## config.mk

```make
export PLATFORM = sky130hd
export DESIGN_NAME = wb_sci_arbiter
export DESIGN_NICKNAME = d
export VERILOG_FILES = /design/src/rtl/wb_sci_arbiter.sv
export SDC_FILE = /design/constraint.sdc
export NUM_CORES = 1
export LEC_CHECK = 0
export ABC_AREA = 1
export CAP_MARGIN = 20
export CORE_AREA = 4 4 111 113
export DETAILED_ROUTE_END_ITERATION = 10
export DIE_AREA = 0 0 115 117
export PLACE_DENSITY = 0.59
export SYNTH_ARGS = -nofsm -noshare
export SYNTH_HDL_FRONTEND = slang
export SYNTH_SLANG_ARGS = --single-unit
```

## constraint.sdc

```tcl
create_clock -name CLK -period 2.7 [get_ports CLK]
set_input_delay 0.405 -clock CLK [delete_from_list [all_inputs] [get_ports CLK]]
set_output_delay 0.405 -clock CLK [all_outputs]
set_load 0.01 [all_outputs]
```

## src/rtl/wb_sci_arbiter.sv

```systemverilog
// Round-robin arbiter that lets NUM_MASTERS Wishbone masters share one SCI bridge port.
// Defining WB_ARB_TIMEOUT_EN adds an outstanding-request timeout that aborts a stuck owner.
module wb_sci_arbiter #(
  parameter int unsigned NUM_MASTERS    = 2,
  parameter int unsigned ADDR_WIDTH     = 32,
  parameter int unsigned DATA_WIDTH     = 32,
  parameter int unsigned TIMEOUT_CYCLES = 1024
) (
  input  logic                                CLK,
  input  logic                                RST,
  input  logic [NUM_MASTERS-1:0]              M_CYC,
  input  logic [NUM_MASTERS-1:0]              M_STB,
  input  logic [NUM_MASTERS-1:0]              M_WE,
  input  logic [NUM_MASTERS*ADDR_WIDTH-1:0]   M_ADDR,
  input  logic [NUM_MASTERS*DATA_WIDTH-1:0]   M_WDATA,
  input  logic [NUM_MASTERS*DATA_WIDTH/8-1:0] M_SEL,
  output logic [NUM_MASTERS-1:0]              M_STALL,
  output logic [NUM_MASTERS-1:0]              M_ACK,
  output logic [NUM_MASTERS-1:0]              M_ERR,
  output logic [DATA_WIDTH-1:0]               M_RDATA,
  output logic                                S_CYC,
  output logic                                S_STB,
  output logic                                S_WE,
  output logic [ADDR_WIDTH-1:0]               S_ADDR,
  output logic [DATA_WIDTH-1:0]               S_WDATA,
  output logic [DATA_WIDTH/8-1:0]             S_SEL,
  input  logic                                S_STALL,
  input  logic                                S_ACK,
  input  logic                                S_ERR,
  input  logic [DATA_WIDTH-1:0]               S_RDATA,
  output logic [NUM_MASTERS-1:0]              GRANT
);

  localparam int unsigned IdxW = (NUM_MASTERS > 1) ? $clog2(NUM_MASTERS) : 1;
  localparam int unsigned SelW = DATA_WIDTH / 8;

  typedef enum logic [1:0] {StIdle, StOwn, StAbort} state_e;

  state_e                 state_q, state_d;
  logic [IdxW-1:0]        owner_q, owner_d;
  logic [IdxW-1:0]        last_q, last_d;
  logic [NUM_MASTERS-1:0] grant_q, grant_d;
  logic                   outstanding_q, outstanding_d;

`ifdef WB_ARB_TIMEOUT_EN
  localparam int unsigned CntW = $clog2(TIMEOUT_CYCLES + 1);
  logic [CntW-1:0] count_q, count_d;
  logic            timeout_hit;
`endif

  logic [ADDR_WIDTH-1:0] addr_arr  [NUM_MASTERS];
  logic [DATA_WIDTH-1:0] wdata_arr [NUM_MASTERS];
  logic [SelW-1:0]       sel_arr   [NUM_MASTERS];

  for (genvar g = 0; g < NUM_MASTERS; g++) begin : g_split
    assign addr_arr[g]  = M_ADDR[g*ADDR_WIDTH +: ADDR_WIDTH];
    assign wdata_arr[g] = M_WDATA[g*DATA_WIDTH +: DATA_WIDTH];
    assign sel_arr[g]   = M_SEL[g*SelW +: SelW];
  end

  // Round-robin search starts just after the previous owner.
  logic [IdxW-1:0] pick, cand;
  logic            pick_valid;

  always_comb begin
    pick       = '0;
    cand       = '0;
    pick_valid = 1'b0;
    for (int unsigned k = 1; k <= NUM_MASTERS; k++) begin
      cand = IdxW'((32'(last_q) + k) % NUM_MASTERS);
      if (!pick_valid && M_CYC[cand]) begin
        pick_valid = 1'b1;
        pick       = cand;
      end
    end
  end

  always_comb begin
    state_d       = state_q;
    owner_d       = owner_q;
    last_d        = last_q;
    grant_d       = grant_q;
    outstanding_d = 1'b0;
    S_CYC         = 1'b0;
    S_STB         = 1'b0;
    S_WE          = M_WE[owner_q];
    S_ADDR        = addr_arr[owner_q];
    S_WDATA       = wdata_arr[owner_q];
    S_SEL         = sel_arr[owner_q];
    M_STALL       = '1;
    M_ACK         = '0;
    M_ERR         = '0;
    M_RDATA       = S_RDATA;
`ifdef WB_ARB_TIMEOUT_EN
    count_d       = '0;
    timeout_hit   = 1'b0;
`endif
    unique case (state_q)
      StIdle: begin
        if (pick_valid) begin
          state_d       = StOwn;
          owner_d       = pick;
          grant_d       = '0;
          grant_d[pick] = 1'b1;
        end
      end
      StOwn: begin
        S_CYC            = M_CYC[owner_q];
        S_STB            = M_STB[owner_q];
        M_STALL[owner_q] = S_STALL;
        M_ACK[owner_q]   = S_ACK;
        M_ERR[owner_q]   = S_ERR;
        // A response wins over a new acceptance on the same edge.
        if (S_ACK || S_ERR) begin
          outstanding_d = 1'b0;
        end else if (M_STB[owner_q] && !S_STALL) begin
          outstanding_d = 1'b1;
        end else begin
          outstanding_d = outstanding_q;
        end
`ifdef WB_ARB_TIMEOUT_EN
        if (outstanding_q && !S_ACK && !S_ERR) begin
          if (count_q == CntW'(TIMEOUT_CYCLES - 1)) begin
            timeout_hit = 1'b1;
          end else begin
            count_d = count_q + CntW'(1);
          end
        end
`endif
        if (!M_CYC[owner_q]) begin
          state_d       = StIdle;
          last_d        = owner_q;
          grant_d       = '0;
          outstanding_d = 1'b0;
`ifdef WB_ARB_TIMEOUT_EN
          count_d       = '0;
        end else if (timeout_hit) begin
          M_ERR[owner_q] = 1'b1;
          outstanding_d  = 1'b0;
          state_d        = StAbort;
`endif
        end
      end
`ifdef WB_ARB_TIMEOUT_EN
      StAbort: begin
        if (!M_CYC[owner_q]) begin
          state_d = StIdle;
          last_d  = owner_q;
          grant_d = '0;
        end
      end
`endif
      default: state_d = StIdle;
    endcase
  end

  always_ff @(posedge CLK) begin
    if (RST) begin
      state_q       <= StIdle;
      owner_q       <= '0;
      last_q        <= IdxW'(NUM_MASTERS - 1);
      grant_q       <= '0;
      outstanding_q <= 1'b0;
`ifdef WB_ARB_TIMEOUT_EN
      count_q       <= '0;
`endif
    end else begin
      state_q       <= state_d;
      owner_q       <= owner_d;
      last_q        <= last_d;
      grant_q       <= grant_d;
      outstanding_q <= outstanding_d;
`ifdef WB_ARB_TIMEOUT_EN
      count_q       <= count_d;
`endif
    end
  end

  assign GRANT = grant_q;

endmodule
```

Word-level counts from Yosys, hierarchy flattened. Index checks and enable logic that the tools add are counted.

Equality and inequality tests: 3. Mux-type cells: 37. Reduce and logical (&&, ||, !) cells: 10. Bitwise operators: 6. $lt $le $gt $ge: 7. Add/subtract/negate cells: 2.

Operators by type and width (count): $mux W32 (6); $mux W1 (18); $mux W2 (6); $mux W4 (3); $lt A1 B2 Y1 const B (4); $pmux W2 S2 (2); $reduce_and A2 Y1 (3); $and A2 B2 Y2 (2); $ne A2 B2 Y1 const B (2); $logic_and A1 B1 Y1 (3); $reduce_and A3 Y1 (1); $add A1 B1 Y1 const B (2); $demux W1 S1 (2); $eq A2 B1 Y1 const B (1); $ge A1 B1 Y1 const B (2); $ge A2 B2 Y1 const B (1); $logic_not A2 Y1 (1); $not A1 Y2 (1); $not A2 Y2 (1); $or A2 B2 Y2 (1); $reduce_bool A2 Y1 (1); $logic_not A1 Y1 (1); $not A1 Y1 (1).

Flip-flop bits (word level): 6. Input port bits: 179.

Longest topological paths before layout. Gate-level depths: netlist of the first run.

Word-level depth: 13. Depth in mapped cells: 7.

Least setup slack after synthesis of the first run. Ideal clock, no wire load.

Path kind: register to output. Start point: register owner_q. End point: output port S_ADDR[0]. Data required time: 2.295 ns. Stages on the path, launching flop included: 6. Path slack: 1.486 ns. Arrival: 0.809 ns. Cells stage by stage: dfxtp_1 -> buf_6 -> inv_4 -> buf_2 -> nand2_1 -> nand2_1.

Longest elaborated chain between the ends: 4.

RTL lines: start: declaration (RTL line 40) `logic [IdxW-1:0] owner_q, owner_d;`; start signal: assignment (RTL line 169) `owner_q <= owner_d;`; $not A1 Y2 (implied by the code) (RTL line 87) `S_ADDR = addr_arr[owner_q];`; $mux W32 (implied by the code) (3 in series) (RTL line 87); end: declaration (RTL line 24) `output logic [ADDR_WIDTH-1:0] S_ADDR,`.

No other way between the ends. The select of a mux whose other input is x is not followed.

Worst setup path after layout of the first run.
Start point: register owner_q. End point: output port S_STB.

Longest elaborated chain between the ends: 3.

RTL lines: $mux W1 (2 in series); $mux W1 (RTL line 98) `unique case (state_q)`; end: declaration (RTL line 22) `output logic S_STB,`.

No other way between the ends. The select of a mux whose other input is x is not followed.

==> results of run 1 <==
-- cells in the final DEF, fill, tap and decap left out, drive strengths merged --
| master | instances |
|---|---|
| clkdlybuf4s50 | 225 |
| nor2 | 6 |
| clkbuf | 4 |
| o211ai | 1 |
| inv | 11 |
| nand2 | 224 |
| nand3 | 4 |
| buf | 3 |
| a21oi | 3 |
| dfxtp | 5 |
| o21ai | 2 |
-- worst reg2reg max path, stage by stage, from the launching register on --
cell and delay, ps:
dfxtp_2 350, buf_4 380, nand2_1 160, nand3_1 150, inv_1 70, o21ai_1 170
inv_1 50
-- metrics by stage --
| stage | setup WS (ps) | hold WS (ps) | std cells | util, % |
|---|---|---|---|---|
| after floorplan | 1486 | 445.4 | 304 | - |
| after global placement | 515.2 | 455.8 | 627 | 31.18 |
| after detailed placement | 483.0 | 456.8 | 627 | 31.18 |
| after CTS | 384.8 | 463.8 | 631 | 31.87 |
| after global routing | 247.3 | 494.3 | 631 | 31.87 |
| final | 411.4 | 467.0 | 631 | 31.87 |
-- power breakdown --
part           internal, uW  switching, uW
combinational           411            245
clock                   195           46.5
sequential             80.7           6.76
total                   687            298
-- sequential cells by signal (all words and copies together), names as in the netlist --
signal   flops
GRANT        2
last_q       1
owner_q      1
state_q      1
-- final timing paths --
check / startpoint / endpoint / cells past startpoint
min reg2reg: GRANT[0]$_SDFFE_PP0P_ / GRANT[0]$_SDFFE_PP0P_ / 2
max: owner_q$_SDFFE_PP0P_ / S_STB / 6
min: GRANT[0]$_SDFFE_PP0P_ / GRANT[0]$_SDFFE_PP0P_ / 2
max reg2reg: owner_q$_SDFFE_PP0P_ / state_q[0]$_SDFFE_PP0P_ / 6
-- layer usage --
metal  part of all wire, %  up-vias  global-route usage (%)
li1                      -     1234                       -
met1                    36      968                   11.09
met2                    48      158                   17.82
met3                    14       14                   4.730
met4                   1.4        0                   2.426
met5                     0        -                       0
-- cell type report --
cell class | instances | area share (%)
clock buffer | 4 | 2.184
timing repair buffer | 228 | 63.38
sequential | 5 | 2.809
tap | 143 | 4.958
inverter | 11 | 1.214
multi-input combinational | 240 | 25.45
-- logic make-up after synthesis --
kind of cell | after synthesis | synth area share [%]
DFF | 5 | 7.195
buffers and inverters | 59 | 26.80
and+or+nand+nor | 234 | 63.67
AOI/OAI and AO/OA | 6 | 2.337
==> results.cfg, run 1 <==
[setup_path]
worst_setup_path_start_kind = flip-flop
crit_chain = buf_4 > nand2_1 > inv_1 > nand2_1 > nand2_1 > clkdlybuf4s50_1
end_kind = output pin
crit_fanout = 40
arrival_ps = 1880
max_stage_delay_ps = 540
path_buf_inv = 3
path_class = flip-flop to output pin
slowest_stage = clkdlybuf4s50_1
rrSetupSlack_ps = 1270
cp_top_family = buffers and inverters
critPathMostFrequentCell = nand2_1
cp.required_ps = 2300

[detailed_routing]
drcViolationCount = 0
drtPass1Iterations = 4
viasPerCell = 3.762
vias = 2374
drt-wirelength-per-cell_um = 12.40
drtIter0Drc = 82
postRouteAntennaNets = 0
routed_wl_um = 7826

[global_routing]
antenna_found_initial = 0
grt_pass1_vias = 2279
track_usage_pct = 10.13
grt_max_degree = 41
grt_pass1_wl_um = 11130
gr-total-overflow = 0

[floorplanning]
die_w_um = 115
start_util_pct = 12.29
rows = 39
die_area_sq_mm = 0.01346
dieHeight_um = 117
core_sq_mm = 0.01132
num_io_pins = 290

[timing]
final_max_slew_viol_count = 0
period_share_pct = 84.76
setup_tns_ps = 0
fmax_mhz = 436.9
fin_skew_ps = 0.4547
slew_headroom_pct = 72.99
worstMarginPinSlew_ps = 405.2
rsz0062_at_grt = false
setup_viol_count_final = 0
min_period_ps = 2289
hold_violations = 0

[clocking]
tritoncts = built
post_cts_resized = 0
clockBufferDepth = 2
post_cts_buffers = 0
clkLatencyLatePin_ps = 220
h-tree-depth = 1
root_buffer = clkbuf_16
clkTransAtPathRegs_ps = 30
numClockSinks = 5
cts_buffers = 3
cts_hold_buf = 0

[power]
p_leak_uw = 0.001697
peakVddDrop_uv = 279.2
p_total_uw = 984.7
p_per_area_mw_per_mm2 = 272.9

[worst_hold_path]
hold_path_class = flip-flop to flip-flop

[logic_synthesis]
synth_area_leaders = nand2_1, buf_4, dfxtp_1
ys.flop_type = dfxtp_1
ys_ff_latch = 5
avgSynthCellArea_sq_um = 4.577
synth_top_cell_by_area = nand2_1
synth.top_cell.area_share_pct = 60.16
synth_commonest_cells = nand2_1, buf_4, buf_2, inv_1, nor2_1
synth-warning-count = 0
syn_area_sq_mm = 0.001391
synth_cell_types = 14
syn_inst = 304
async_flop_share_pct = 0
yosysSeqAreaShare_pct = 7.194
yosysMostFrequentCell = nand2_1
synth_edf_count = 0
syn_nets = 483

[cells_and_area]
multi_input_area_sq_um = 918.4
final.fill_count = 1235
post-route-cell-area_sq_mm = 0.003608
diodes = 0
finish.net_count = 668
final-seq-area_sq_um = 101.3
synthToLayoutAreaGrowth_pct = 159.4
post_route_cells_drive_above_1_share_pct = 1.844

[placement]
portBuffers = 225
place_congestion = 0.7993
place_area_sq_mm = 0.003530
dp_hpwl_um = 6539

[job]
cap_violations = 0

[status]
outcome = completed
Power figures use the tool's default switching activity.
==> run 2: changes to the inputs <==
- clock period: 2.7 -> 2.32 ns (I/O delays scaled with it)
==> run 2 against run 1 <==
Effect of this change:
- register-to-register slack worse by 240 ps
- utilization grew 0.11 points
- critical path depth unchanged
- combinational power is 16% higher
- wire length decreased by 1.3%
- die area is the same
- final area grew 0.35%
- power rose by 16%
- non-clock buffer count stayed put
- count of clock-buffer cells in the layout unchanged
- highest routed layer unchanged
- largest cell class unchanged
- global-route usage fell by 0.11 points
- sequential share of layout area hardly changed
==> results.cfg, run 2 (same netlist as run 1, synthesis figures left out) <==
[status]
outcome = completed

[cells_and_area]
synthToLayoutAreaGrowth_pct = 160.3
fin_cells = 631
finish.net_count = 668
final_common_cell = clkdlybuf4s50_1
post_route_cells_drive_above_1_share_pct = 1.844
final_core_util_pct = 31.99
final.fill_count = 1234
mostFrequentLayoutCells = clkdlybuf4s50_1, nand2_1, inv_1, nor2_1
post-route-cell-area_sq_mm = 0.003621
diodes = 0
largest_reg_flops = 2

[setup_path]
max_stage_delay_ps = 540
worst_setup_path_start_kind = primary input
cp.required_ps = 1970
slowest_stage = clkdlybuf4s50_1
end_kind = output pin
cp_top_family = buffers and inverters
crit_chain = clkdlybuf4s50_1 > inv_1 > nand2_1 > nand3_1 > inv_1 > clkdlybuf4s50_1
path_buf_inv = 4
crit_fanout = 4
path_class = primary input to output pin
arrival_ps = 1800

[global_routing]
antenna_found_initial = 0
use_met2_pct = 18.63
grt_pass1_vias = 2378
use_met1_pct = 10.17
track_usage_pct = 10.02
groute.layer.met3.usage_pct = 4.627
grt_pass1_wl_um = 11100
gr-total-overflow = 0
busiest_layer = met2
grt_max_degree = 73

[detailed_routing]
vias = 2421
routed_wl_um = 7727
postRouteAntennaNets = 0
viasPerCell = 3.837
drtIter0Drc = 71
drtPass1Iterations = 4
drcViolationCount = 0
drt-wirelength-per-cell_um = 12.25

[clocking]
tritoncts = built
post_cts_resized = 0
cts_buffers = 3
clkTransAtPathRegs_ps = 30
root_buffer = clkbuf_16
post_cts_buffers = 0
cts_hold_buf = 0
numClockSinks = 5
h-tree-depth = 1
clockBufferDepth = 2
clkLatencyLatePin_ps = 220

[placement]
dp_hpwl_um = 6592
portBuffers = 225
place_area_sq_mm = 0.003542
dp.cells = 627
place_congestion = 0.7699

[timing]
worstMarginPinSlew_ps = 362.6
hold_violations = 0
period_share_pct = 92.45
setup_viol_count_final = 0
setup_tns_ps = 0
fmax_mhz = 466.2
min_period_ps = 2145
fin_skew_ps = 0.2827
final_max_slew_viol_count = 0
rsz0062_at_grt = false
slew_headroom_pct = 75.82

[floorplanning]
die_w_um = 115
die_area_sq_mm = 0.01346
rows = 39
core_sq_mm = 0.01132
start_util_pct = 12.29
num_io_pins = 290
dieHeight_um = 117

[power]
peakVddDrop_uv = 686.8
p_total_uw = 1142
p_leak_uw = 0.001699
p_per_area_mw_per_mm2 = 315.5

[job]
cap_violations = 0

[worst_hold_path]
hold_path_class = flip-flop to flip-flop
==> run 2: cell counts in the layout (fill, tap and decap cells not counted) <==
Identical to the previous run, type by type.
==> run 2: layer usage <==
layer	vias up	part of all wire (%)
li1	1233	-
met1	1017	34
met2	153	50
met3	18	15
met4	0	1.9
met5	-	0
==> run 2: where the power goes <==
group	leakage, uW	internal [uW]	switching, uW	total (uW)
logic	0.00162	481	282	763
clock network	0.0000382	227	49.8	277
registers	0.0000417	94.0	8.01	102
==> run 2: tightest hold or removal path, stage by stage (launching register included) <==
cell	delay, ps
dfxtp_1	300
nand2_1	60
a21oi_1	50
==> run 2: path summary, 6_finish.rpt <==
path | startpoint | to | slack (ps) | cells after the start
worst max-delay path | M_CYC[1] | S_CYC | 180 | 6
worst min-delay path | GRANT[0]$_SDFFE_PP0P_ | GRANT[0]$_SDFFE_PP0P_ | 460 | 2
worst max register to register | owner_q$_SDFFE_PP0P_ | state_q[0]$_SDFFE_PP0P_ | 1030 | 6
worst min register to register | GRANT[0]$_SDFFE_PP0P_ | GRANT[0]$_SDFFE_PP0P_ | 460 | 2
==> run 2: stage by stage <==
step	setup slack [ps]	hold slack (ps)
2_1_floorplan	1163	417.1
3_3_place_gp	244.5	455.1
3_5_place_dp	214.8	461.8
4_1_cts	137.9	469.3
5_1_grt	45.66	498.9
6_report	175.2	461.5
==> run 2: area by class of cell <==
type                    count  area [sq um]  area share (%)
repair buffers            228          2300           63.51
multi-input cells         240         918.4           25.36
well taps                 143         178.9           4.941
flip-flops and latches      5         101.3           2.799
clock buffers               4         78.83           2.177
inverters                  11         43.79           1.209
==> run 3: changes to the inputs <==
- CAP_MARGIN: 20 -> 10
- GPL_ROUTABILITY_DRIVEN: unset -> 0
==> results of run 3 <==
Final layout, timing and power as in run 2 (identical DEF).
